==> config.mk <==
export PLATFORM = sky130hd
export DESIGN_NAME = switch_box_cfg_loader
export DESIGN_NICKNAME = d
export VERILOG_FILES = /design/src/rtl/sb_cfg_pkg.sv /design/src/rtl/sb_cfg_word_check.sv /design/src/rtl/switch_box_cfg_loader.sv
export SDC_FILE = /design/constraint.sdc
export NUM_CORES = 1
export LEC_CHECK = 0
export BUFFER_PORTS_ARGS = -buffer_cell sky130_fd_sc_hd__buf_2
export CORE_UTILIZATION = 34
export DETAILED_ROUTE_END_ITERATION = 6
export GPL_ROUTABILITY_DRIVEN = 0
export GPL_TIMING_DRIVEN = 0
export MAX_ROUTING_LAYER = met4
export SYNTH_ARGS = -nofsm -noshare
export SYNTH_HDL_FRONTEND = slang
export SYNTH_SLANG_ARGS = --single-unit
==> constraint.sdc <==
create_clock -name clk -period 2.65 [get_ports clk]
set_input_delay 0.265 -clock clk [delete_from_list [all_inputs] [get_ports clk]]
set_output_delay 0.265 -clock clk [all_outputs]
set_load 0.05 [all_outputs]
==> src/rtl/sb_cfg_pkg.sv <==
// Shared constants and FSM state type for the switch-box configuration loader.
// Each routing word is eight 2-bit select fields; select code 3 has no source.
package sb_cfg_pkg;

    localparam int         SB_FIELD_W     = 2;
    localparam int         SB_NUM_FIELDS  = 8;
    localparam logic [1:0] SB_SEL_INVALID = 2'd3;

    typedef enum logic [1:0] {
        IDLE,
        LOAD,
        COMMIT
    } sb_state_t;

endpackage

==> src/rtl/sb_cfg_word_check.sv <==
// Flags a routing word that contains any illegal select field.
module sb_cfg_word_check
    import sb_cfg_pkg::*;
(
    input  logic [SB_FIELD_W*SB_NUM_FIELDS-1:0] i_word,
    output logic                                o_bad
);

    always_comb begin
        o_bad = 1'b0;
        for (int f = 0; f < SB_NUM_FIELDS; f++) begin
            if (i_word[f*SB_FIELD_W +: SB_FIELD_W] == SB_SEL_INVALID) begin
                o_bad = 1'b1;
            end
        end
    end

endmodule

==> src/rtl/switch_box_cfg_loader.sv <==
// Collects a framed stream of routing words into a shadow buffer and commits
// the whole set to the switch-box column in one edge, or rejects it.
module switch_box_cfg_loader
    import sb_cfg_pkg::*;
#(
    parameter int NUM_BOXES = 4,
    parameter int CFG_W     = 16
) (
    input  logic                       clk,
    input  logic                       reset,
    input  logic                       start,
    input  logic                       wr_valid,
    output logic                       wr_ready,
    input  logic [CFG_W-1:0]           wr_data,
    output logic [NUM_BOXES*CFG_W-1:0] cfg_out,
    output logic                       busy,
    output logic                       done,
    output logic                       err
);

    localparam int IDX_W = $clog2(NUM_BOXES + 1);
    localparam logic [IDX_W-1:0] LAST_IDX = IDX_W'(NUM_BOXES - 1);

    sb_state_t                  r_state;
    logic [IDX_W-1:0]           r_idx;
    logic                       r_bad;
    logic                       r_done;
    logic                       r_err;
    logic [NUM_BOXES*CFG_W-1:0] r_shadow;
    logic [NUM_BOXES*CFG_W-1:0] r_cfg;
    logic                       w_word_bad;

    sb_cfg_word_check u_check (
        .i_word (wr_data),
        .o_bad  (w_word_bad)
    );

    always_ff @(posedge clk) begin
        if (reset) begin
            r_state  <= IDLE;
            r_idx    <= '0;
            r_bad    <= 1'b0;
            r_done   <= 1'b0;
            r_err    <= 1'b0;
            r_shadow <= '0;
            r_cfg    <= '0;
        end else begin
            r_done <= 1'b0;
            unique case (r_state)
                IDLE: begin
                    if (start) begin
                        r_state <= LOAD;
                        r_idx   <= '0;
                        r_bad   <= 1'b0;
                        r_err   <= 1'b0;
                    end
                end
                LOAD: begin
                    // A restart wins over a word presented on the same cycle.
                    if (start) begin
                        r_idx <= '0;
                        r_bad <= 1'b0;
                        r_err <= 1'b0;
                    end else if (wr_valid) begin
                        r_shadow[int'(r_idx)*CFG_W +: CFG_W] <= wr_data;
                        r_idx <= r_idx + 1'b1;
                        r_bad <= r_bad | w_word_bad;
                        if (r_idx == LAST_IDX) begin
                            r_state <= COMMIT;
                        end
                    end
                end
                COMMIT: begin
                    if (r_bad) begin
                        r_err <= 1'b1;
                    end else begin
                        r_cfg  <= r_shadow;
                        r_done <= 1'b1;
                    end
                    r_state <= IDLE;
                end
                default: r_state <= IDLE;
            endcase
        end
    end

    assign wr_ready = (r_state == LOAD);
    assign busy     = (r_state != IDLE);
    assign done     = r_done;
    assign err      = r_err;
    assign cfg_out  = r_cfg;

endmodule

# Yosys cells after proc, flatten, opt, wreduce, memory -nomap -nowiden
# Cells that the tools add are included.
# classes
addsub	2
eq_ne	18
shifts	2
mux	25
bitwise	4
reduce_logical	11
# ops
cell	n
$bwmux 64	1
$shift 16x33->64 const A	1
$shiftx 16x33->64	1
$neg 7->33	1
$eq 2x2->1 const B	9
$mux 1	13
$mux 3	3
$reduce_and 3->1	3
$mux 2	4
$ne 2x2->1 const B	4
$pmux 3 s2	1
$reduce_bool 2->1	3
$ne 2x1->1 const B	2
$pmux 1 s2	2
$pmux 2 s2	1
$reduce_and 4->1	1
$reduce_or 2->1	2
$add 3x1->3 const B	1
$eq 3x2->1 const B	1
$ne 3x3->1 const B	1
$not 1->1	3
$eq 2x1->1 const B	1
$logic_not 2->1	1
$reduce_and 2->1	1
$or 1x1->1	1
# word_totals
reg_bits	136
elab_cells	69

# Depth between registers and ports, before layout
# Gate-level depths: netlist of the first run.
# depth
depth_word	13
ltp_mapped	10

# Modules after synthesis
# From an unflattened synthesis of the first run, not the netlist that was laid out.
# hier_totals
hier_cells	662
hier_area_um2	5835.6
# modules_own_cells
module	instances	cells_per_inst	area_per_inst_um2	seq_area_each_um2
switch_box_cfg_loader	1	657	5799.3	2722.6
sb_cfg_word_check	1	5	36.3	0.0

# Worst setup path after synthesis of the first run
# Ideal clock, no wire load.
# synth_timing
path_type	reg2reg
from	register r_idx[0]
to	register r_shadow[10]
arrival_ns	2.200
t_required_ns	2.529
slack_ns	0.329
path_stages_with_launch	10
period_less_slack_ns	2.321
path_cell_list	dfxtp_1 > buf_2 > inv_1 > ha_1 > ha_1 > buf_2 > nor4b_4 > nand4_4 > buf_6 > mux2_4
# synth_via
elab_chain_len	3
# synth_rtl
item	line_no	text
from (decl)	switch_box_cfg_loader.sv:25	logic [IDX_W-1:0] r_idx;
from (signal assigned)	switch_box_cfg_loader.sv:66	r_idx <= r_idx + 1'b1;
$neg 7->33 *	switch_box_cfg_loader.sv:65	r_shadow[int'(r_idx)*CFG_W +: CFG_W] <= wr_data;
$shiftx 16x33->64 or $shift 16x33->64 (tied branches)	switch_box_cfg_loader.sv:65	
$bwmux 64 *	switch_box_cfg_loader.sv:65	
to (signal, indexed assignment)	switch_box_cfg_loader.sv:65	
to (decl)	switch_box_cfg_loader.sv:29	logic [NUM_BOXES*CFG_W-1:0] r_shadow;
# Every way passes the cells marked *; elsewhere a longest branch is shown, timed or not.
# A chain may end at the register's enable or synchronous reset.

# Worst setup path in the final report of the first run
# layout_timing
from	register r_idx[0]
to	register r_shadow[13]
# Same word-level chain as after synthesis.

==> results of run 1 <==
per-layer routing:
layer / global-route usage / wire, um / share of wire
met5: - / 0 / 0
met2: 0.282 / 6540 / 0.46
met3: 0.0351 / 638 / 0.045
met1: 0.240 / 6740 / 0.48
met4: 0.0821 / 231 / 0.016
path summary, 6_finish.rpt:
path	from	endpoint	slack [ns]	cells after the start
worst min register to register	cfg_out[13]	cfg_out[13]	0.45	2
worst min-delay path	wr_data[11]	r_shadow[59]	0.13	3
worst max-delay path	r_idx[0]	r_shadow[13]	0.20	9
worst max register to register	r_idx[0]	r_shadow[13]	0.20	9
placed cells by master, fill, tap and decap left out, types with 13 or more instances in the layout:
master and count:
sky130_fd_sc_hd__nand2_1 133, sky130_fd_sc_hd__buf_1 13, sky130_fd_sc_hd__a21oi_1 85, sky130_fd_sc_hd__nand3_1 26
sky130_fd_sc_hd__nand2b_1 36, sky130_fd_sc_hd__o21ai_0 20, sky130_fd_sc_hd__buf_2 100, sky130_fd_sc_hd__mux2i_1 32
sky130_fd_sc_hd__nor2b_1 30, sky130_fd_sc_hd__nand4_1 17, sky130_fd_sc_hd__clkbuf_1 24, sky130_fd_sc_hd__clkbuf_16 17
sky130_fd_sc_hd__dfxtp_1 135
worst register-to-register path, stage by stage, from the launching register on:
cell,delay (ns)
sky130_fd_sc_hd__dfxtp_2,0.37
sky130_fd_sc_hd__buf_4,0.18
sky130_fd_sc_hd__inv_1,0.10
sky130_fd_sc_hd__ha_1,0.21
sky130_fd_sc_hd__ha_1,0.26
sky130_fd_sc_hd__buf_2,0.18
sky130_fd_sc_hd__nor4b_4,0.32
sky130_fd_sc_hd__nand4_4,0.20
sky130_fd_sc_hd__buf_6,0.21
sky130_fd_sc_hd__mux2_4,0.30
logic make-up after synthesis:
group | Yosys count | share of synthesized area
simple gates | 261 | 0.238
flops | 136 | 0.493
compound gates | 117 | 0.113
buf+inv | 62 | 0.0503
mux | 45 | 0.0893
fa+ha+maj | 7 | 0.0159
power groups by stage:
stage | clock network [uW] | logic, uW | registers [uW]
global placement | 0 | 188 | 2110
detailed placement | 0 | 188 | 2110
floorplan | 0 | 118 | 2100
finish | 2290 | 189 | 2060
CTS | 2340 | 188 | 2060
global route | 2420 | 206 | 2060
flip-flops by register name, summed over array words and instances (netlist names):
name / count
r_state: 2
r_bad: 1
cfg_out: 64
r_shadow: 64
r_idx: 3
done: 1
err: 1
area by class of cell:
cell class	instances	area [sq um]
multi-input combinational	430	2520
tap	216	270
clock inverter	12	129
buffer	55	254
timing repair buffer	86	430
clock buffer	19	443
inverter	7	26.3
sequential	136	2720
fill	1669	9090
per-stage QoR:
step	instances	worst slack, ns	total power, uW	hold slack [ns]	util
after global placement	930	0.110	2290	0.442	0.392
after floorplan	628	0.329	2220	0.419	-
after detailed placement	930	0.0742	2290	0.443	0.392
final	961	0.204	4550	0.125	0.428
after CTS	961	0.0623	4590	0.112	0.428
after global routing	961	0.0610	4680	0.127	0.428
==> metrics.txt, run 1 <==
# TYPE chip_impl_metric gauge
chip_impl_info{name="run_status",value="finished clean"} 1
chip_impl_metric{name="final_period_minus_worst_setup_slack",unit="ns"} 2.45
chip_impl_info{name="synth.cells.most_frequent",value="sky130_fd_sc_hd__dfxtp_1 (136), sky130_fd_sc_hd__nand2_1 (133), sky130_fd_sc_hd__a21oi_1 (85), sky130_fd_sc_hd__nand2b_1 (36), sky130_fd_sc_hd__mux2i_1 (32)"} 1
chip_impl_metric{name="synth-edff-count",unit=""} 0
chip_impl_metric{name="yosysSeqAreaShare",unit=""} 0.493
chip_impl_metric{name="portion_of_the_clock_cycle_consumed_by_the_worst_path_in_the_final_layout",unit=""} 0.923
chip_impl_metric{name="final.setup.tns",unit="ns"} 0
chip_impl_info{name="synthFlopType",value="sky130_fd_sc_hd__dfxtp_1"} 1
chip_impl_metric{name="synthToLayoutAreaGrowth",unit="%"} 23.1
chip_impl_metric{name="total_leakage_power",unit="uW"} 0.00267
chip_impl_metric{name="tightestPinTransition",unit="ns"} 0.635
chip_impl_metric{name="postSynth.asyncResetShare",unit=""} 0
chip_impl_metric{name="clock-skew-final",unit="ns"} 0.0101
chip_impl_metric{name="grt_max_degree",unit=""} 17
chip_impl_metric{name="detailedRoute.firstPassIterationCount",unit=""} 4
chip_impl_metric{name="max_cap_violations",unit=""} 0
chip_impl_metric{name="finalHoldViolCount",unit=""} 0
chip_impl_metric{name="cts-root-to-sink-buffers",unit=""} 2
chip_impl_metric{name="drive_gt1_frac",unit=""} 0.207
chip_impl_info{name="worstSetupEndpointType",value="register"} 1
chip_impl_metric{name="clkPwrFrac",unit=""} 0.505
chip_impl_metric{name="cell_internal_pwr",unit="uW"} 3520
chip_impl_info{name="criticalPathCategory",value="register to register"} 1
chip_impl_metric{name="ios",unit=""} 88
chip_impl_metric{name="total_of_warnings_raised_by_yosys",unit=""} 0
chip_impl_info{name="synth.most_common_cell",value="sky130_fd_sc_hd__dfxtp_1"} 1
chip_impl_metric{name="slowest_delay",unit="ns"} 0.37
chip_impl_metric{name="critical_path_required",unit="ns"} 2.96
chip_impl_metric{name="setup_violations",unit=""} 0
chip_impl_metric{name="cts-htree-levels",unit=""} 4
chip_impl_metric{name="die-area",unit="sq um"} 16700
chip_impl_metric{name="sw_frac_of_total",unit=""} 0.227
chip_impl_metric{name="max_freq",unit="GHz"} 0.409
chip_impl_metric{name="share_comb_of_total_power",unit=""} 0.042
chip_impl_info{name="worst_path_dominant_cell_family",value="buffers and inverters"} 1
chip_impl_metric{name="path_buf_inv",unit=""} 4
chip_impl_metric{name="buffers_added_on_ports",unit=""} 86
chip_impl_metric{name="drt_iter0_markers",unit=""} 239
chip_impl_metric{name="antenna_left",unit=""} 0
chip_impl_metric{name="initial_core_util",unit=""} 0.348
chip_impl_metric{name="placedInstanceArea",unit="sq um"} 6220
chip_impl_metric{name="cellPowerDensity",unit="nW/um^2"} 669
chip_impl_info{name="critical_path.cell_chain",value="buf_4 -> inv_1 -> ha_1 -> ha_1 -> buf_2 -> nor4b_4 -> nand4_4 -> buf_6 -> mux2_4"} 1
chip_impl_metric{name="num-nets-final",unit=""} 760
chip_impl_info{name="worstHoldPathType",value="primary input to register"} 1
chip_impl_metric{name="cts_sinks",unit=""} 136
chip_impl_metric{name="via_per_inst",unit=""} 4.74
chip_impl_info{name="grt_setup_unrepaired",value="false"} 1
chip_impl_info{name="cells_taking_the_most_area_after_synthesis",value="sky130_fd_sc_hd__dfxtp_1 (49%), sky130_fd_sc_hd__nand2_1 (9.0%), sky130_fd_sc_hd__a21oi_1 (7.7%)"} 1
chip_impl_metric{name="synth.distinct_cells",unit=""} 36
chip_impl_info{name="buffer_cell_driving_the_clock_tree_root",value="sky130_fd_sc_hd__clkbuf_16"} 1
chip_impl_metric{name="seq_power_share",unit=""} 0.454
chip_impl_metric{name="row_count",unit=""} 46
chip_impl_info{name="cp_common_cell",value="sky130_fd_sc_hd__ha_1"} 1
chip_impl_metric{name="cp_max_fo",unit=""} 10
chip_impl_info{name="synth_top_cell_by_area",value="sky130_fd_sc_hd__dfxtp_1"} 1
chip_impl_metric{name="max-slew-margin-rel",unit=""} 0.577
chip_impl_metric{name="hpwl",unit="mm"} 10.0
chip_impl_metric{name="synth_fp_nets",unit=""} 655
chip_impl_metric{name="fp.dieH",unit="um"} 129
chip_impl_metric{name="switchingPower",unit="uW"} 1030
chip_impl_metric{name="synth_top_cell_area_share",unit=""} 0.493
chip_impl_metric{name="final_design_area_no_fill",unit="sq um"} 6800
chip_impl_metric{name="core-area",unit="sq um"} 15900
chip_impl_metric{name="clkSlewWorstSetupHoldPaths",unit="ns"} 0.06
chip_impl_metric{name="cts_hold_bufs",unit=""} 0
chip_impl_info{name="worst_path_max_delay_cell",value="sky130_fd_sc_hd__dfxtp_2"} 1
chip_impl_metric{name="first_global_vias",unit=""} 4417
chip_impl_metric{name="initial_antenna_violation_count",unit=""} 0
chip_impl_metric{name="routedWlPerCell",unit="um"} 14.7
chip_impl_metric{name="mappedNetlistArea",unit="sq um"} 5520
chip_impl_metric{name="grt_first_pass_wirelength",unit="mm"} 22.6
chip_impl_metric{name="grt_overflow",unit=""} 0
chip_impl_metric{name="synth-seq-cells",unit=""} 136
chip_impl_metric{name="postCtsResizedCells",unit=""} 0
chip_impl_metric{name="vdd.ir_drop.worst",unit="mV"} 0.417
chip_impl_info{name="crit_path_start_kind",value="register"} 1
chip_impl_metric{name="synthesis.instances",unit=""} 628
chip_impl_info{name="tritoncts",value="done"} 1
chip_impl_metric{name="drc_errors",unit=""} 0
chip_impl_metric{name="worst-endpoint-arrival",unit="ns"} 2.75
chip_impl_metric{name="dieWidth",unit="um"} 129
chip_impl_metric{name="groute.usage.overall",unit=""} 0.186
chip_impl_metric{name="cts-buffers-inserted",unit=""} 17
chip_impl_metric{name="diodes",unit=""} 0
chip_impl_metric{name="worstSkewPairLatency",unit="ns"} 0.43
chip_impl_metric{name="cts_post_setup_buffers_inserted",unit=""} 0
chip_impl_metric{name="route.final.wire_length",unit="mm"} 14.1
chip_impl_metric{name="num_vias",unit=""} 4556
chip_impl_metric{name="report.final.slew_viol_count",unit=""} 0
chip_impl_metric{name="syn-mean-instance-area",unit="sq um"} 8.79
No activity file was read; power rests on OpenSTA's default activity.
==> inputs of run 2 (changes only) <==
CORE_MARGIN = 4   (was not set)
CORE_UTILIZATION = 30   (was 34)
==> metrics.txt, run 2 (synthesis results as in run 1) <==
# TYPE chip_impl_metric gauge
chip_impl_info{name="critical_path.cell_chain",value="buf_4 -> inv_1 -> ha_1 -> ha_1 -> buf_2 -> nor4b_4 -> nand4_4 -> buf_6 -> mux2_4"} 1
chip_impl_metric{name="final.setup.tns",unit="ns"} 0
chip_impl_metric{name="placedInstanceArea",unit="sq um"} 6240
chip_impl_metric{name="total_leakage_power",unit="uW"} 0.00268
chip_impl_metric{name="worst-endpoint-arrival",unit="ns"} 2.81
chip_impl_metric{name="num-nets-final",unit=""} 760
chip_impl_metric{name="rr_worst_depth",unit=""} 9
chip_impl_metric{name="pre_cts_slack",unit="ns"} 0.0885
chip_impl_info{name="layout.cells.most_common",value="sky130_fd_sc_hd__dfxtp_1"} 1
chip_impl_info{name="criticalPathCategory",value="register to register"} 1
chip_impl_metric{name="cp_max_fo",unit=""} 10
chip_impl_metric{name="hpwl",unit="mm"} 10.6
chip_impl_metric{name="ios",unit=""} 88
chip_impl_info{name="crit_path_from",value="r_idx[0]"} 1
chip_impl_metric{name="cts_post_setup_buffers_inserted",unit=""} 0
chip_impl_metric{name="grt_overflow",unit=""} 0
chip_impl_info{name="worstSetupEndpointType",value="register"} 1
chip_impl_metric{name="tightestPinTransition",unit="ns"} 0.584
chip_impl_metric{name="cts-root-to-sink-buffers",unit=""} 2
chip_impl_info{name="tritoncts",value="done"} 1
chip_impl_info{name="buffer_cell_driving_the_clock_tree_root",value="sky130_fd_sc_hd__clkbuf_16"} 1
chip_impl_info{name="most-common-layout-cells",value="sky130_fd_sc_hd__dfxtp_1 (136), sky130_fd_sc_hd__nand2_1 (133), sky130_fd_sc_hd__buf_2 (100), sky130_fd_sc_hd__a21oi_1 (85), sky130_fd_sc_hd__nand2b_1 (36)"} 1
chip_impl_metric{name="initial_antenna_violation_count",unit=""} 0
chip_impl_metric{name="initial_core_util",unit=""} 0.306
chip_impl_info{name="worst_path_max_delay_cell",value="sky130_fd_sc_hd__dfxtp_1"} 1
chip_impl_metric{name="num_vias",unit=""} 4582
chip_impl_metric{name="groute.usage.overall",unit=""} 0.154
chip_impl_info{name="grt_setup_unrepaired",value="false"} 1
chip_impl_info{name="timing.rr.start",value="r_idx[0]"} 1
chip_impl_metric{name="drt_iter0_markers",unit=""} 271
chip_impl_metric{name="cellPowerDensity",unit="nW/um^2"} 662
chip_impl_info{name="worstHoldPathType",value="primary input to register"} 1
chip_impl_info{name="run_status",value="finished clean"} 1
chip_impl_metric{name="cts-htree-levels",unit=""} 4
chip_impl_metric{name="grt_first_pass_wirelength",unit="mm"} 23.7
chip_impl_metric{name="antenna_left",unit=""} 0
chip_impl_info{name="worst_setup_path_endpoint",value="r_shadow[11]"} 1
chip_impl_metric{name="critical_path_required",unit="ns"} 2.96
chip_impl_metric{name="core-area",unit="sq um"} 18000
chip_impl_metric{name="area_taken_by_flip_flops_and_latches",unit="sq um"} 2720
chip_impl_metric{name="clkSlewWorstSetupHoldPaths",unit="ns"} 0.06
chip_impl_metric{name="worstSkewPairLatency",unit="ns"} 0.42
chip_impl_metric{name="cts_sinks",unit=""} 136
chip_impl_metric{name="clock-skew-final",unit="ns"} 0.00662
chip_impl_metric{name="vdd.ir_drop.worst",unit="mV"} 0.457
chip_impl_metric{name="synthToLayoutAreaGrowth",unit="%"} 23.4
chip_impl_metric{name="portion_of_the_clock_cycle_consumed_by_the_worst_path_in_the_final_layout",unit=""} 0.944
chip_impl_metric{name="finalHoldViolCount",unit=""} 0
chip_impl_metric{name="routedWlPerCell",unit="um"} 15.3
chip_impl_metric{name="grt_max_degree",unit=""} 17
chip_impl_metric{name="drive_gt1_frac",unit=""} 0.204
chip_impl_metric{name="setup_ws",unit="ns"} 0.149
chip_impl_metric{name="slowest_delay",unit="ns"} 0.39
chip_impl_metric{name="final_period_minus_worst_setup_slack",unit="ns"} 2.50
chip_impl_metric{name="dieWidth",unit="um"} 144
chip_impl_metric{name="diodes",unit=""} 0
chip_impl_metric{name="fp.dieH",unit="um"} 144
chip_impl_metric{name="max-slew-margin-rel",unit=""} 0.610
chip_impl_metric{name="drc_errors",unit=""} 0
chip_impl_metric{name="report.final.slew_viol_count",unit=""} 0
chip_impl_metric{name="die-area",unit="sq um"} 20600
chip_impl_metric{name="route.final.wire_length",unit="mm"} 14.9
chip_impl_metric{name="final_design_area_no_fill",unit="sq um"} 6810
chip_impl_metric{name="max_freq",unit="GHz"} 0.400
chip_impl_metric{name="setup_violations",unit=""} 0
chip_impl_info{name="worst_path_dominant_cell_family",value="buffers and inverters"} 1
chip_impl_metric{name="buffers_added_on_ports",unit=""} 86
chip_impl_info{name="crit_path_start_kind",value="register"} 1
chip_impl_metric{name="multiInputGateArea",unit="sq um"} 2520
chip_impl_metric{name="path_buf_inv",unit=""} 4
chip_impl_metric{name="row_count",unit=""} 49
chip_impl_metric{name="num-fill-cells",unit=""} 1892
chip_impl_metric{name="timing.reg2reg.setup_slack",unit="ns"} 0.15
chip_impl_metric{name="first_global_vias",unit=""} 4505
chip_impl_metric{name="detailedRoute.firstPassIterationCount",unit=""} 5
chip_impl_metric{name="critical_path_depth",unit=""} 9
chip_impl_info{name="r2r-end",value="r_shadow[11]"} 1
chip_impl_metric{name="via_per_inst",unit=""} 4.70
chip_impl_info{name="cp_common_cell",value="sky130_fd_sc_hd__ha_1"} 1
chip_impl_metric{name="cts-buffers-inserted",unit=""} 17
chip_impl_metric{name="max_cap_violations",unit=""} 0
## run 2: timing repair
| item | CTS | global route |
|---|---|---|
| hold buffers | 0 | 0 |
| resized for setup | 0 | 2 |
| endpoints found under the setup margin | 0 | 15 |
## run 2: worst min-delay path by stage
stage / to / slack, ns / cells after the start / start
2_1_floorplan: r_shadow[48] / 0.42 / 2 / wr_data[0]
3_5_place_dp: cfg_out[6] / 0.44 / 2 / r_shadow[6]
6_report: r_shadow[58] / 0.13 / 3 / wr_data[10]
5_1_grt: r_shadow[59] / 0.12 / 3 / wr_data[11]
4_1_cts: r_shadow[49] / 0.11 / 3 / wr_data[1]
3_3_place_gp: cfg_out[6] / 0.44 / 2 / r_shadow[6]
## run 2: metal layers
layer  routed length, um  GRT usage
met5                   0          -
met1                6980      0.202
met3                1020     0.0489
met2                6800      0.230
met4                 146     0.0421
## run 2: layout make-up
class	count	share of cell area
sequential	136	0.400
multi-input combinational	430	0.370
clock buffer	25	0.0742
timing repair buffer	86	0.0632
tap	229	0.0421
buffer	55	0.0373
clock inverter	7	0.00974
inverter	7	0.00386
## run 2: worst register-to-register path, cell delays in order (launching register included)
cell	delay, ns
sky130_fd_sc_hd__dfxtp_1	0.39
sky130_fd_sc_hd__buf_4	0.20
sky130_fd_sc_hd__inv_1	0.11
sky130_fd_sc_hd__ha_1	0.21
sky130_fd_sc_hd__ha_1	0.26
sky130_fd_sc_hd__buf_2	0.18
sky130_fd_sc_hd__nor4b_4	0.31
sky130_fd_sc_hd__nand4_4	0.20
sky130_fd_sc_hd__buf_6	0.22
sky130_fd_sc_hd__mux2_4	0.30
## run 2: where the power goes
group,internal (uW),switching (uW)
clock,1410,850
sequential,2050,6.77
combinational,63.3,128
## run 2: per-stage QoR
stage / util / power (uW) / hold WS (ns) / instances
after global routing: 0.378 / 4670 / 0.117 / 975
after global placement: 0.346 / 2290 / 0.439 / 943
final: 0.378 / 4510 / 0.131 / 975
after floorplan: - / 2220 / 0.419 / 628
after CTS: 0.378 / 4570 / 0.108 / 975
after detailed placement: 0.346 / 2290 / 0.441 / 943
